`config.mk`:
```
export PLATFORM = sky130hd
export DESIGN_NAME = inst_fetch_stage
export DESIGN_NICKNAME = d
export VERILOG_FILES = /design/src/rtl/inst_fetch_stage.sv
export SDC_FILE = /design/constraint.sdc
export NUM_CORES = 1
export LEC_CHECK = 0
export CORE_AREA = 2 2 153 118
export DETAILED_ROUTE_END_ITERATION = 8
export DIE_AREA = 0 0 155 120
export GPL_ROUTABILITY_DRIVEN = 0
export PLACE_DENSITY = 0.87
export SLEW_MARGIN = 25
export SYNTH_ARGS = -nofsm -noshare
export SYNTH_HDL_FRONTEND = slang
export SYNTH_SLANG_ARGS = --single-unit
```
`constraint.sdc`:
```
create_clock -name clock -period 4.2 [get_ports clock]
set_input_delay 0.42 -clock clock [delete_from_list [all_inputs] [get_ports clock]]
set_output_delay 0.42 -clock clock [all_outputs]
set_load 0.02 [all_outputs]
```
`src/rtl/inst_fetch_stage.sv`:
```
// -----------------------------------------------------------------------------
// inst_fetch_stage
//
// Instruction fetch stage of the five-stage pipeline. Owns the PC, issues word
// requests to instruction memory over a req/ack handshake and writes the IF/ID
// pipeline register. Honours stalls from the hazard logic and branch redirects
// from MEM, inserting NOP bubbles where needed.
//
// Ports:
//   clock          system clock, all state updates on the rising edge
//   reset          synchronous, active-low reset
//   stall          hold IF/ID and PC
//   branch_taken   redirect request from MEM
//   branch_target  redirect byte address (low two bits are ignored)
//   imem_req       instruction memory request valid
//   imem_addr      word-aligned fetch address
//   imem_ack       read data valid; may arrive in the same cycle as imem_req
//   imem_rdata     instruction word, valid when imem_ack=1
//   PR_IFID_Inst   IF/ID instruction register
//   PR_IFID_PC4    IF/ID PC+4 of the held instruction
//   PR_IFID_Valid  1 = PR_IFID_Inst is a real instruction, 0 = bubble
//   fetch_busy     1 while in HOLD or DROP
// -----------------------------------------------------------------------------
module inst_fetch_stage #(
  parameter logic [31:0] RESET_PC = 32'h0000_0000,
  parameter logic [31:0] NOP_INST = 32'h0000_0000
) (
  input  logic        clock,
  input  logic        reset,
  input  logic        stall,
  input  logic        branch_taken,
  input  logic [31:0] branch_target,
  output logic        imem_req,
  output logic [31:0] imem_addr,
  input  logic        imem_ack,
  input  logic [31:0] imem_rdata,
  output logic [31:0] PR_IFID_Inst,
  output logic [31:0] PR_IFID_PC4,
  output logic        PR_IFID_Valid,
  output logic        fetch_busy
);

  typedef enum logic [1:0] {
    ST_FETCH = 2'd0,
    ST_HOLD  = 2'd1,
    ST_DROP  = 2'd2
  } state_t;

  state_t      state_reg, state_next;
  // pc_reg is the next instruction to deliver; addr_reg is what is on the bus.
  // They differ only in DROP, where the bus must keep the abandoned address
  // until the memory acknowledges it while pc_reg already holds the target.
  logic [31:0] pc_reg, pc_next;
  logic [31:0] addr_reg, addr_next;
  // Keeps imem_req low for the first cycle after reset releases.
  logic        started_reg;
  logic [31:0] skid_inst_reg, skid_inst_next;
  logic [31:0] skid_pc4_reg, skid_pc4_next;
  logic        skid_valid_reg, skid_valid_next;
  logic [31:0] inst_reg, inst_next;
  logic [31:0] pc4_reg, pc4_next;
  logic        valid_reg, valid_next;

  logic        req;
  logic        xfer;
  logic [31:0] pc_plus4;
  logic [31:0] target_aligned;

  assign req            = started_reg && (state_reg != ST_HOLD);
  assign xfer           = req && imem_ack;
  assign pc_plus4       = pc_reg + 32'd4;
  assign target_aligned = branch_target & ~32'd3;

  always_ff @(posedge clock) begin
    if (!reset) begin
      state_reg      <= ST_FETCH;
      pc_reg         <= RESET_PC;
      addr_reg       <= RESET_PC;
      started_reg    <= 1'b0;
      skid_inst_reg  <= NOP_INST;
      skid_pc4_reg   <= 32'd0;
      skid_valid_reg <= 1'b0;
      inst_reg       <= NOP_INST;
      pc4_reg        <= 32'd0;
      valid_reg      <= 1'b0;
    end else begin
      state_reg      <= state_next;
      pc_reg         <= pc_next;
      addr_reg       <= addr_next;
      started_reg    <= 1'b1;
      skid_inst_reg  <= skid_inst_next;
      skid_pc4_reg   <= skid_pc4_next;
      skid_valid_reg <= skid_valid_next;
      inst_reg       <= inst_next;
      pc4_reg        <= pc4_next;
      valid_reg      <= valid_next;
    end
  end

  always_comb begin
    state_next      = state_reg;
    pc_next         = pc_reg;
    addr_next       = addr_reg;
    skid_inst_next  = skid_inst_reg;
    skid_pc4_next   = skid_pc4_reg;
    skid_valid_next = skid_valid_reg;
    inst_next       = inst_reg;
    pc4_next        = pc4_reg;
    valid_next      = valid_reg;

    case (state_reg)
      ST_FETCH: begin
        if (branch_taken) begin
          inst_next       = NOP_INST;
          valid_next      = 1'b0;
          pc_next         = target_aligned;
          skid_valid_next = 1'b0;
          if (xfer || !req) begin
            // Nothing left in flight: the target goes out next cycle.
            addr_next  = target_aligned;
            state_next = ST_FETCH;
          end else begin
            // Outstanding request must still be completed and thrown away.
            state_next = ST_DROP;
          end
        end else if (xfer) begin
          pc_next   = pc_plus4;
          addr_next = pc_plus4;
          if (stall) begin
            skid_inst_next  = imem_rdata;
            skid_pc4_next   = pc_plus4;
            skid_valid_next = 1'b1;
            state_next      = ST_HOLD;
          end else begin
            inst_next  = imem_rdata;
            pc4_next   = pc_plus4;
            valid_next = 1'b1;
          end
        end else if (!stall) begin
          inst_next  = NOP_INST;
          valid_next = 1'b0;
        end
      end

      ST_HOLD: begin
        if (branch_taken) begin
          inst_next       = NOP_INST;
          valid_next      = 1'b0;
          pc_next         = target_aligned;
          addr_next       = target_aligned;
          skid_valid_next = 1'b0;
          state_next      = ST_FETCH;
        end else if (!stall) begin
          inst_next       = skid_inst_reg;
          pc4_next        = skid_pc4_reg;
          valid_next      = skid_valid_reg;
          skid_valid_next = 1'b0;
          state_next      = ST_FETCH;
        end
      end

      ST_DROP: begin
        inst_next  = NOP_INST;
        valid_next = 1'b0;
        if (branch_taken) begin
          pc_next = target_aligned;
          // If the old request completes in this same cycle there is nothing
          // left to wait for, so fetch the newest target straight away.
          if (xfer) begin
            addr_next  = target_aligned;
            state_next = ST_FETCH;
          end
        end else if (xfer) begin
          addr_next  = pc_reg;
          state_next = ST_FETCH;
        end
      end

      default: begin
        state_next = ST_FETCH;
      end
    endcase
  end

  assign imem_req      = req;
  assign imem_addr     = addr_reg;
  assign PR_IFID_Inst  = inst_reg;
  assign PR_IFID_PC4   = pc4_reg;
  assign PR_IFID_Valid = valid_reg;
  assign fetch_busy    = (state_reg == ST_HOLD) || (state_reg == ST_DROP);

endmodule

```
# Word level (Yosys, flattened, before mapping)
# Index checks and enable logic that the tools add are counted.
[classes] reduce_logical=17 n_addsub=1 n_bitwise=1 n_eq_ne=16 mux=44
[ops] cell="$mux 32" count=19
[ops] cell="$pmux 32 s3" count=2
[ops] cell="$pmux 32 s2" count=2
[ops] cell="$add 32x3->32 const B" count=1
[ops] cell="$ne 3x3->1 const B" count=5
[ops] cell="$mux 2" count=7
[ops] cell="$ne 2x2->1 const B" count=7
[ops] cell="$reduce_and 4->1" count=3
[ops] cell="$mux 1" count=11
[ops] cell="$pmux 2 s3" count=1
[ops] cell="$reduce_and 3->1" count=2
[ops] cell="$reduce_and 6->1" count=1
[ops] cell="$reduce_and 5->1" count=1
[ops] cell="$ne 2x1->1 const B" count=2
[ops] cell="$reduce_bool 2->1" count=2
[ops] cell="$pmux 1 s3" count=1
[ops] cell="$reduce_bool 3->1" count=1
[ops] cell="$eq 2x1->1 const B" count=1
[ops] cell="$eq 2x2->1 const B" count=1
[ops] cell="$logic_and 1x1->1" count=2
[ops] cell="$logic_not 2->1" count=1
[ops] cell="$logic_or 1x1->1" count=2
[ops] cell="$pmux 1 s2" count=1
[ops] cell="$reduce_or 2->1" count=1
[ops] cell="other kinds (2)" count=2
[totals] in_bits=69 ff_bits=197 elab_cells=89 output_inout_bits=99

# Longest topological paths before layout
[logic_depth] depth_word=7 ltp_mapped=9 depth_no_buf=7

# Least setup slack after synthesis
# Ideal clock, no wire load.
[synth_path] kind="reg2reg" from="reg state_reg[1]" to="reg pc_reg[27]" synth_period_minus_slack_ps=2214 setup_slack_ps=1986 required_ps=4067 setup_ps=133 path_stages_with_launch=10 t_arrival_ps=2080 n_path_buf=2 cell_sequence="dfxtp_1 -> inv_1 -> ha_1 -> or2_2 -> clkbuf_1 -> o21ai_1 -> clkbuf_1 -> nor2_1 -> a21oi_1 -> o22ai_1"
[synth_via] elab_chain_len=5 elab_cells_between_ends=12 cone_classes="eq/ne (5); mux (1); reduce/logical (6)"
[synth_rtl] element="start: declaration" line_no="49" text="state_t state_reg, state_next;"
[synth_rtl] element="start signal: assignment" line_no="87" text="state_reg <= state_next;"
[synth_rtl] element="$ne 2x1->1" line_no="69" text="assign req = started_reg && (state_reg != ST_HOLD);"
[synth_rtl] element="$logic_and 1x1->1" line_no="69"
[synth_rtl] element="$logic_and 1x1->1" line_no="70" text="assign xfer = req && imem_ack;"
[synth_rtl] element="$ne 3x3->1 (no line)"
[synth_rtl] element="$reduce_and 3->1 (no line)"
[synth_rtl] element="end signal: assignment" line_no="88" text="pc_reg <= pc_next;"
[synth_rtl] element="end: declaration" line_no="53" text="logic [31:0] pc_reg, pc_next;"
# Parallel ways exist; a longest one is shown, timed or not.
# A chain may end at the register's enable or synchronous reset.

# Final worst setup path
[layout_path] from="reg state_reg[1]" to="out fetch_busy"
[layout_via] elab_chain_len=2 elab_cells_between_ends=3 cone_classes="eq/ne (2); reduce/logical (1)"
[layout_rtl] element="$eq 2x1->1 or $eq 2x2->1 (tied branches)" line_no="190" text="assign fetch_busy = (state_reg == ST_HOLD) || (state_reg == ST_DROP);"
[layout_rtl] element="$logic_or 1x1->1 *" line_no="190"
[layout_rtl] element="end: declaration" line_no="40" text="output logic fetch_busy"
# Mark *: on every way between the ends. The rest lies on a longest branch, timed or not.

==> flow_metrics.py <==
metrics = {
    "outcome": {
        "outcome": "finished, final reports clean",
    },
    "logic_synthesis": {
        "synth_largest_area_cell": "dfxtp_1",
        "synth.avg_cell_area_um2": 7.86,
        "synth-edff-count": 0,
        "yosys_warnings": 0,
        "ys.flop_type": "dfxtp_1",
        "syn_area_um2": 9410,
        "postSynthCellCount": 1196,
        "ys_seq_area_frac": 0.419,
        "synth_top_area_share": 0.419,
        "ys_ff_latch": 197,
        "yosys-top-cells-area": "dfxtp_1 42%, a21oi_1 6.1%, nand2_1 5.5%",
        "synth_fp_nets": 1269,
        "async_flop_share": 0,
        "yosysUniqueCellTypes": 60,
    },
    "cells_and_area": {
        "regArea_um2": 3940,
        "layout_common_cells": "197 x dfxtp_1, 164 x clkdlybuf4s50_1, 138 x nand2_1",
        "nets": 1355,
        "finish.utilization": 0.677,
        "final_common_cell": "dfxtp_1",
        "fillers": 1398,
        "area_growth_pct": 23.6,
        "multi_input_area_um2": 4950,
        "drive_above_1_share": 0.0579,
        "antennaDiodeCount": 0,
    },
    "die": {
        "core.rowCount": 42,
        "initial_core_util": 0.547,
        "die_w_um": 155,
        "core_um2": 17200,
        "fp.dieH_um": 120,
        "ios": 168,
        "die-area_um2": 18600,
    },
    "sta": {
        "fin_worst_skew_ns": 0.0110,
        "slew_headroom": 0.337,
        "rsz0062_at_grt": "no",
        "tightest_slew_ns": 0.985,
        "slew_viol_final": 0,
        "finalCritPeriodShare": 0.703,
        "setup_viol": 0,
        "fin_tns_setup_ns": 0,
        "max_freq_ghz": 0.339,
        "hold_violations": 0,
        "fin_crit_ns": 2.95,
    },
    "worst_setup_path": {
        "required_ns": 3.78,
        "path_max_fanout": 49,
        "reg2reg_to": "pc_reg[31]",
        "worstPathArrival_ns": 2.53,
        "rr_startpoint": "state_reg[1]",
        "crit_path_start_kind": "flop",
        "end_kind": "output pin",
        "r2r_setup_slack_ns": 1.30,
        "criticalPathCategory": "flop to output pin",
        "reg2reg_depth": 7,
    },
    "routing": {
        "drt_iter0_markers": 1519,
        "post_drt_wl_per_cell_um": 19.5,
        "routed_wirelength_mm": 29.5,
        "vias_per_cell": 6.61,
        "drc": 0,
        "num_vias": 10000,
        "ant_nets": 0,
        "first_pass_iters": 8,
    },
    "cts": {
        "clock_latency_ns": 0.44,
        "cts.repair.resized": 0,
        "cts.root.buffer_cell": "clkbuf_16",
        "htree_levels": 4,
        "cts_made_buffers": 17,
        "cts_tree": "built",
        "cts_buffer_depth": 2,
        "clock_sinks": 197,
        "clkTransAtPathRegs_ns": 0.06,
        "holdBufCountCts": 0,
        "post_cts_buffers": 0,
    },
    "placement": {
        "dpl.hpwl_mm": 19.5,
        "port_buffers": 165,
    },
    "power": {
        "ir_drop_v": 0.000226,
        "powerDensity_nw_per_um2": 382,
        "p_leak_nw": 3.93,
    },
    "hold_path": {
        "whs_path_depth": 2,
        "min_to": "skid_inst_reg[28]",
        "hold_class": "flop to flop",
        "worstHoldStart": "skid_inst_reg[28]",
    },
    "global_route": {
        "grt_pass1_vias": 8895,
        "grt_overflow": 0,
        "grt_usage": 0.311,
        "grt_antenna_before_repair": 0,
        "grt_max_degree": 92,
        "grt_pass1_wl_mm": 46.5,
    },
    "job": {
        "drv_cap": 0,
    },
}
## critical path, cell delays in order, from the launching register on
cell             delay [ns]
dfxtp_1                0.41
inv_1                  0.11
ha_1                   0.35
buf_4                  0.49
clkdlybuf4s50_1        0.72
## worst max-delay path by stage
stage            startpoint         end  cells after the start
4_1_cts        state_reg[1]  fetch_busy                      4
6_report       state_reg[1]  fetch_busy                      4
2_1_floorplan  state_reg[1]  pc_reg[27]                      9
3_3_place_gp   branch_taken  pc_reg[26]                      6
3_5_place_dp   branch_taken  pc_reg[26]                      6
5_1_grt        state_reg[1]  pc_reg[31]                      7
## power breakdown
part / switching (W) / internal (W)
Combinational: 0.000444 / 0.000314
Sequential: 0.000101 / 0.00197
Clock: 0.000723 / 0.000889
Total: 0.00127 / 0.00317
## metal layers
metal,vias up,track usage,routed length (um),part of all wire
li1,4576,-,-,-
met1,4639,0.448,12500,0.42
met2,694,0.457,12700,0.43
met3,108,0.0751,3500,0.12
met4,2,0.104,754,0.026
met5,-,0,49,0.0017
## final cells by class
cell class / count / share of cell area
multi-input combinational: 864 / 0.426
sequential: 197 / 0.339
timing repair buffer: 190 / 0.158
clock buffer: 19 / 0.0381
tap: 220 / 0.0237
clock inverter: 13 / 0.0113
inverter: 12 / 0.00398
## logic make-up after synthesis
logic type,Yosys count,share of synthesized area
DFF,197,0.419
AOI/OAI and AO/OA,394,0.271
muxes,11,0.0118
adders and majority gates,4,0.00532
and+or+nand+nor,439,0.221
buffers and inverters,135,0.0569
xor gates and xnor gates,16,0.0149
## through the flow
step	hold slack, ns	instances	area, um2	power [W]	setup slack (ns)
2_1_floorplan	0.436	1196	9410	0.00253	1.99
3_3_place_gp	0.441	1483	11000	0.00283	1.18
3_5_place_dp	0.445	1483	11000	0.00284	1.13
4_1_cts	0.456	1515	11600	0.00443	1.26
5_1_grt	0.466	1515	11600	0.00460	1.05
6_report	0.454	1515	11600	0.00444	1.25
## synthesized netlist by cell type, drive strengths merged, types with 19 or more instances
| cell type | number |
|---|---|
| a221oi | 54 |
| nand2 | 138 |
| nand3 | 43 |
| a31oi | 21 |
| nor2 | 100 |
| a21oi | 114 |
| a22o | 19 |
| dfxtp | 197 |
| buf | 23 |
| nor3 | 69 |
| o21ai | 98 |
| clkbuf | 100 |
(Power assumes the default switching activity.)
